## config.mk

```make
export PLATFORM = sky130hd
export DESIGN_NAME = uart_tx_ctrl
export DESIGN_NICKNAME = d
export VERILOG_FILES = /design/src/rtl/uart_tx_ctrl.sv
export SDC_FILE = /design/constraint.sdc
export NUM_CORES = 1
export LEC_CHECK = 0
export ABC_AREA = 1
export BUFFER_PORTS_ARGS = -buffer_cell sky130_fd_sc_hd__buf_4
export CAP_MARGIN = 20
export CORE_MARGIN = 4
export CORE_UTILIZATION = 52
export DETAILED_ROUTE_END_ITERATION = 8
export GPL_ROUTABILITY_DRIVEN = 0
export HOLD_SLACK_MARGIN = 0.05
export PLACE_DENSITY = 0.74
export SLEW_MARGIN = 20
export SYNTH_ARGS = -nofsm -noshare
export SYNTH_HDL_FRONTEND = slang
export SYNTH_SLANG_ARGS = --single-unit
```

## constraint.sdc

```tcl
create_clock -name clk -period 2.1 [get_ports clk]
set_input_delay 0.315 -clock clk [delete_from_list [all_inputs] [get_ports clk]]
set_output_delay 0.315 -clock clk [all_outputs]
set_load 0.01 [all_outputs]
```

## src/rtl/uart_tx_ctrl.sv

```systemverilog
// rtl/uart_tx_ctrl.sv - bus-mapped UART transmit FIFO and launch sequencer for uart_tx
// Optional transmit-done interrupt built only when UART_TX_CTRL_IRQ_EN is defined.
module uart_tx_ctrl #(
  parameter int FIFO_DEPTH = 16
) (
  input  logic        clk,
  input  logic        rst_n,
  input  logic        bus_wr,
  input  logic        bus_rd,
  input  logic [3:0]  bus_addr,
  input  logic [31:0] bus_wdata,
  output logic [31:0] bus_rdata,
  output logic        tx_start,
  output logic [7:0]  tx_data,
  input  logic        tx_busy
`ifdef UART_TX_CTRL_IRQ_EN
  ,
  output logic        irq
`endif
);

  localparam int AW = $clog2(FIFO_DEPTH);
  localparam int LW = AW + 1;

  localparam logic [3:0] ADDR_TXDATA = 4'h0;
  localparam logic [3:0] ADDR_STATUS = 4'h4;
  localparam logic [3:0] ADDR_CTRL   = 4'h8;

  typedef enum logic [1:0] {
    IDLE,
    WAIT_BUSY,
    WAIT_DONE
  } state_t;

  state_t          state_q, state_d;
  logic [7:0]      mem_q [FIFO_DEPTH];
  logic [AW-1:0]   wr_ptr_q, rd_ptr_q;
  logic [LW-1:0]   level_q;
  logic            overflow_q;
  logic            enable_q;
  logic            irq_en;
  logic            tx_start_q;
  logic [7:0]      tx_data_q;
  logic [31:0]     rdata_q, rdata_d;

  logic            empty, full, busy;
  logic            wr_txdata, wr_ctrl;
  logic            pop, push;

  assign empty     = (level_q == '0);
  assign full      = (level_q == LW'(FIFO_DEPTH));
  assign busy      = (state_q != IDLE) | tx_busy;
  assign wr_txdata = bus_wr && (bus_addr == ADDR_TXDATA);
  assign wr_ctrl   = bus_wr && (bus_addr == ADDR_CTRL);
  // A pop in the same cycle frees the slot the write needs.
  assign push      = wr_txdata && (!full || pop);

  always_ff @(posedge clk) begin
    if (!rst_n) begin
      state_q <= IDLE;
    end else begin
      state_q <= state_d;
    end
  end

  always_comb begin
    state_d = state_q;
    pop     = 1'b0;
    case (state_q)
      IDLE: begin
        if (enable_q && !empty && !tx_busy) begin
          pop     = 1'b1;
          state_d = WAIT_BUSY;
        end
      end
      WAIT_BUSY: begin
        if (tx_busy) begin
          state_d = WAIT_DONE;
        end
      end
      WAIT_DONE: begin
        if (!tx_busy) begin
          state_d = IDLE;
        end
      end
      default: state_d = IDLE;
    endcase
  end

  always_ff @(posedge clk) begin
    if (push) begin
      mem_q[wr_ptr_q] <= bus_wdata[7:0];
    end
  end

  always_ff @(posedge clk) begin
    if (!rst_n) begin
      wr_ptr_q <= '0;
      rd_ptr_q <= '0;
      level_q  <= '0;
    end else begin
      if (push) begin
        wr_ptr_q <= wr_ptr_q + 1'b1;
      end
      if (pop) begin
        rd_ptr_q <= rd_ptr_q + 1'b1;
      end
      case ({push, pop})
        2'b10:   level_q <= level_q + 1'b1;
        2'b01:   level_q <= level_q - 1'b1;
        default: level_q <= level_q;
      endcase
    end
  end

  always_ff @(posedge clk) begin
    if (!rst_n) begin
      tx_start_q <= 1'b0;
      tx_data_q  <= 8'h00;
    end else begin
      tx_start_q <= pop;
      if (pop) begin
        tx_data_q <= mem_q[rd_ptr_q];
      end
    end
  end

  // The set wins over a simultaneous write-1-to-clear.
  always_ff @(posedge clk) begin
    if (!rst_n) begin
      overflow_q <= 1'b0;
    end else if (wr_txdata && full && !pop) begin
      overflow_q <= 1'b1;
    end else if (wr_ctrl && bus_wdata[2]) begin
      overflow_q <= 1'b0;
    end
  end

  always_ff @(posedge clk) begin
    if (!rst_n) begin
      enable_q <= 1'b1;
    end else if (wr_ctrl) begin
      enable_q <= bus_wdata[0];
    end
  end

`ifdef UART_TX_CTRL_IRQ_EN
  logic irq_en_q;
  logic irq_q;

  always_ff @(posedge clk) begin
    if (!rst_n) begin
      irq_en_q <= 1'b0;
      irq_q    <= 1'b0;
    end else begin
      if (wr_ctrl) begin
        irq_en_q <= bus_wdata[1];
      end
      irq_q <= irq_en_q && empty && (state_q == IDLE) && !tx_busy;
    end
  end

  assign irq_en = irq_en_q;
  assign irq    = irq_q;

  logic unused_wdata;
  assign unused_wdata = ^bus_wdata[31:8];
`else
  assign irq_en = 1'b0;

  logic unused_wdata;
  assign unused_wdata = ^{bus_wdata[31:8], bus_wdata[1]};
`endif

  always_comb begin
    rdata_d = 32'h0;
    case (bus_addr)
      ADDR_STATUS: rdata_d = {16'h0, 8'(level_q), 4'h0, overflow_q, full, empty, busy};
      ADDR_CTRL:   rdata_d = {29'h0, 1'b0, irq_en, enable_q};
      default:     rdata_d = 32'h0;
    endcase
  end

  always_ff @(posedge clk) begin
    if (!rst_n) begin
      rdata_q <= 32'h0;
    end else if (bus_rd) begin
      rdata_q <= rdata_d;
    end
  end

  assign bus_rdata = rdata_q;
  assign tx_start  = tx_start_q;
  assign tx_data   = tx_data_q;

endmodule

```

==> tab_implementation.tex <==
\begin{tabular}{lr}
\hline
Metric & Value \\
\hline
\multicolumn{2}{l}{\textbf{Clock tree}} \\
Clock root buffer master & sky130\_fd\_sc\_hd\_\_clkbuf\_16 \\
Number of buffers inserted to repair setup after CTS & 0 \\
Latest clock arrival within the worst-skew pair & 0.42 ns \\
Clock transition at the register clock pins on the worst setup and hold paths after CTS & 0.06 ns \\
Post-CTS Hold Buffers & 0 \\
Post\_cts resized & 0 \\
Largest buffer count on any clock path & 2 \\
TritonCTS clock tree & yes \\
Number of CTS-inserted buffers & 17 \\
\# clock sinks & 163 \\
CTS HTree Levels & 4 \\
\multicolumn{2}{l}{\textbf{Floorplanning}} \\
Die Height & 123 um \\
Core Region & 12800 um2 \\
Total I/O pin count & about 80 \\
Horizontal die dimension & 123 um \\
Full die area & 15100 um2 \\
Initial core utilization & 0.539 \\
Standard-cell rows & just over 40 \\
\multicolumn{2}{l}{\textbf{Power}} \\
Net switching component of the power & 0.00303 W \\
Switching share of total power & 0.313 \\
P\_leak & approximately 2.9 nW \\
Part of the power in the clock network & 0.337 \\
Internal power consumption & 0.00664 W \\
Combinational group share of total power & 0.275 \\
Maximum vdd drop & 720 uV \\
Relative contribution of sequential cells to total power & 0.389 \\
Total power density per cell area & 1210 nW/um2 \\
\multicolumn{2}{l}{\textbf{Logic synthesis}} \\
\#FFs+latches synth & 163 \\
Share of the yosys chip area belonging to registers & 0.660 \\
Most frequent cell after synthesis & sky130\_fd\_sc\_hd\_\_edfxtp\_1 \\
Mean post-synth cell area & 11.1 um2 \\
Fraction of synthesized cell area taken by the top area cell type & 0.558 \\
Ys Warns & 0 \\
Count of different cell masters after synthesis & 39 \\
Cell types with the highest counts after synthesis & sky130\_fd\_sc\_hd\_\_edfxtp\_1, sky130\_fd\_sc\_hd\_\_nor2\_1, sky130\_fd\_sc\_hd\_\_o21ai\_0, sky130\_fd\_sc\_hd\_\_nand2\_1 \\
Predominant post-synthesis flop cell & sky130\_fd\_sc\_hd\_\_edfxtp\_1 \\
Post-synthesis async set-or-reset flop share & 0 \\
Ranking of synthesized cells by area & sky130\_fd\_sc\_hd\_\_edfxtp\_1, sky130\_fd\_sc\_hd\_\_dfxtp\_1, sky130\_fd\_sc\_hd\_\_nor2\_1, sky130\_fd\_sc\_hd\_\_o21ai\_0, sky130\_fd\_sc\_hd\_\_o211ai\_1 \\
Number of synthesized flops with an enable pin & 128 \\
Biggest area consumer among synthesized cells & sky130\_fd\_sc\_hd\_\_edfxtp\_1 \\
Synthesized instance count & 619 \\
Post-synthesis cell area & 6890 um2 \\
\multicolumn{2}{l}{\textbf{Route}} \\
Count of antenna-violating nets left after detailed routing & 0 \\
Via Count & 4783 \\
Initial drt markers & between 500 and 600 \\
Number of iterations in the first detailed-routing pass & 5 \\
Drt wl/cell & 17.5 um \\
Total Routed Length & around 15000 um \\
Via/cell ratio & 5.57 \\
Residual DRC count & 0 \\
\multicolumn{2}{l}{\textbf{Setup path}} \\
Crit. End Element & register \\
Critical Path Max Stage Delay & between 0.3 and 0.4 ns \\
R2R depth & 10 \\
Data arrival time of the worst path & between 2 and 2.5 ns \\
Worst reg2reg path endpoint & mem\_q[11][7]\$\_DFFE\_PP\_ \\
Series of cell instances along the critical path & nor2\_2, nand2\_2, nor2\_8, nand2\_4, a21oi\_4, inv\_2, nor2\_2, nand2\_1, nor2\_1, buf\_4 \\
Flop2flop setup slack & 0.15 ns \\
Dominant cell type by count on the critical path & sky130\_fd\_sc\_hd\_\_nor2\_2 \\
Category of the most critical setup path & register to register \\
Cell with the largest stage delay on the worst path & sky130\_fd\_sc\_hd\_\_dfxtp\_1 \\
Critical path fanouts, max & 8 \\
Data required, critical path & 2.22 ns \\
Startpoint types & register \\
RR Startpoint & state\_q[1]\$\_SDFFE\_PN0P\_ \\
\multicolumn{2}{l}{\textbf{Status}} \\
Status & finished clean \\
\multicolumn{2}{l}{\textbf{Finish}} \\
Synth-to-Final Area Change & 16.2\% \\
Share of layout cells above drive strength 1 & 0.157 \\
Layout fillers & 930 \\
Final core utilization & 0.626 \\
Net count of the finished layout & a little over 700 \\
ANT cells & 0 \\
\multicolumn{2}{l}{\textbf{Hold path}} \\
Startpoint of the worst hold path & tx\_busy \\
Hold depth & 3 \\
Class of the worst hold path & input pin to register \\
Hold endpoint & state\_q[1]\$\_SDFFE\_PN0P\_ \\
\multicolumn{2}{l}{\textbf{Timing}} \\
Final WS setup & 0.152 ns \\
Number of max-slew violations in the final report & 0 \\
Maximum operating frequency & 0.513 GHz \\
Final worst hold slack & around 0.21 ns \\
Post-route clock skew & 0.00702 ns \\
Total of endpoints with negative setup slack in the final report & 0 \\
RSZ-0062 raised after global routing & no \\
Pin slew with the least headroom to its limit & 0.600 ns \\
Number of hold violations in the final report & 0 \\
Slew HR & 0.599 \\
Min Tclk post-route & 1.95 ns \\
Final sum of negative setup slack & 0 ns \\
Final period utilization & 0.928 \\
\multicolumn{2}{l}{\textbf{GRT}} \\
Initial antenna violation count & 0 \\
Wire length of the first global-routing pass & 23500 um \\
Global route overflow & 0 \\
Vias in the first global route & 4619 \\
Pin count of the biggest net entering global routing & 66 \\
Aggregate global-route resource usage & 0.209 \\
\multicolumn{2}{l}{\textbf{Placed design}} \\
Number of I/O port buffers & 34 \\
HPWL reported at the end of detailed placement & 9440 um \\
Worst slack at placement & 0.0453 ns \\
\multicolumn{2}{l}{\textbf{Flow run}} \\
Max-capacitance violation count & 0 \\
\hline
\end{tabular}
==> registers in the layout (all words and copies together) (netlist names) <==
| name | count |
|---|---|
| rd_ptr_q | 4 |
| mem_q | 128 |
| tx_start | 1 |
| wr_ptr_q | 4 |
| level_q | 5 |
| bus_rdata | 9 |
| state_q | 2 |
| tx_data | 8 |
| enable_q | 1 |
| overflow_q | 1 |
==> power groups by stage <==
stage / registers (W) / clock network, W / logic [W]
global route: 0.00377 / 0.00343 / 0.00296
detailed placement: 0.00382 / 0 / 0.00259
CTS: 0.00376 / 0.00328 / 0.00263
floorplan: 0.00385 / 0 / 0.00177
global placement: 0.00382 / 0 / 0.00252
finish: 0.00376 / 0.00326 / 0.00266
==> worst max-delay path, delay by kind of cell, from the launching register on <==
family          cells  cell delay [ns]
simple gates        7             0.82
buf+inv             2             0.30
compound gates      1             0.21
flops               1             0.32
==> worst max-delay path by stage <==
stage	slack (ns)	depth (start not counted)	startpoint	endpoint
finish	0.15	10	state_q[1]$_SDFFE_PN0P_	mem_q[11][7]$_DFFE_PP_
global route	0.01	15	state_q[1]$_SDFFE_PN0P_	level_q[4]$_SDFFE_PN0P_
CTS	0.16	10	state_q[1]$_SDFFE_PN0P_	mem_q[11][7]$_DFFE_PP_
detailed placement	0.05	9	bus_addr[1]	mem_q[3][5]$_DFFE_PP_
global placement	0.1	16	bus_addr[1]	level_q[4]$_SDFFE_PN0P_
floorplan	0.18	9	state_q[1]$_SDFFE_PN0P_	mem_q[3][0]$_DFFE_PP_
==> stage by stage <==
stage               power, W  std cells  instance area (um2)
finish               0.00967        858                 8000
global route          0.0102        858                 8000
CTS                  0.00966        857                 7990
detailed placement   0.00641        825                 7370
global placement     0.00634        825                 7370
floorplan            0.00562        641                 6970
==> kinds of logic (layout without fill, tap and decap cells) <==
kind of cell / Yosys count / after routing / share of synthesized area
AO/OA/AOI/OAI: 146 / 146 / 0.128
XOR/XNOR: 2 / 2 / 0.00254
adder cells (fa/ha/maj): 6 / 6 / 0.0109
buffers and inverters: 93 / 138 / 0.0667
flip-flops: 163 / 163 / 0.660
other: 1 / 23 / 0.000545
AND/OR/NAND/NOR: 208 / 208 / 0.131
==> metal layers <==
metal | track usage | vias up | wire length, um
met5 | 0 | - | 0
met4 | 0.107 | 0 | 548
met3 | 0.0457 | 45 | 1200
met2 | 0.333 | 212 | 7330
met1 | 0.273 | 2271 | 5940
li1 | - | 2255 | -
==> layout by cell type (no fill, tap or decap), types with 2 or more instances in the layout <==
cell type | synthesis | routed
sky130_fd_sc_hd__a21oi_1 | 18 | 18
sky130_fd_sc_hd__buf_4 | 24 | 63
sky130_fd_sc_hd__bufinv_16 | 0 | 5
sky130_fd_sc_hd__clkbuf_1 | 18 | 2
sky130_fd_sc_hd__clkbuf_16 | 0 | 17
sky130_fd_sc_hd__clkinv_1 | 4 | 9
sky130_fd_sc_hd__clkinvlp_4 | 0 | 2
sky130_fd_sc_hd__conb_1 | 1 | 23
sky130_fd_sc_hd__dfxtp_1 | 35 | 34
sky130_fd_sc_hd__edfxtp_1 | 128 | 128
sky130_fd_sc_hd__ha_1 | 6 | 6
sky130_fd_sc_hd__inv_1 | 33 | 33
sky130_fd_sc_hd__inv_2 | 4 | 4
sky130_fd_sc_hd__nand2_1 | 55 | 55
sky130_fd_sc_hd__nand2_2 | 2 | 2
sky130_fd_sc_hd__nand2_4 | 2 | 2
sky130_fd_sc_hd__nand3_1 | 23 | 23
sky130_fd_sc_hd__nand3_2 | 2 | 2
sky130_fd_sc_hd__nand3b_1 | 2 | 2
sky130_fd_sc_hd__nand4_1 | 5 | 5
sky130_fd_sc_hd__nor2_1 | 106 | 106
sky130_fd_sc_hd__nor2_2 | 4 | 4
sky130_fd_sc_hd__nor3_1 | 2 | 2
sky130_fd_sc_hd__nor3b_1 | 3 | 3
sky130_fd_sc_hd__o211ai_1 | 35 | 35
sky130_fd_sc_hd__o21ai_0 | 65 | 65
sky130_fd_sc_hd__o21ai_1 | 7 | 7
sky130_fd_sc_hd__o21bai_1 | 2 | 2
sky130_fd_sc_hd__o221ai_1 | 6 | 6
sky130_fd_sc_hd__o22ai_1 | 8 | 8
==> area by class of cell <==
type                            count  area (um2)  share of cell area
Clock buffer                       19         433              0.0541
Clock inverter                     13         189              0.0236
Inverter                           42         160              0.0200
Multi-Input combinational cell    385        1970               0.246
Sequential cell                   163        4550               0.568
Tap cell                          172         215              0.0269
Timing Repair Buffer               64         493              0.0616
Note: power is estimated with default switching activity, not from simulation.
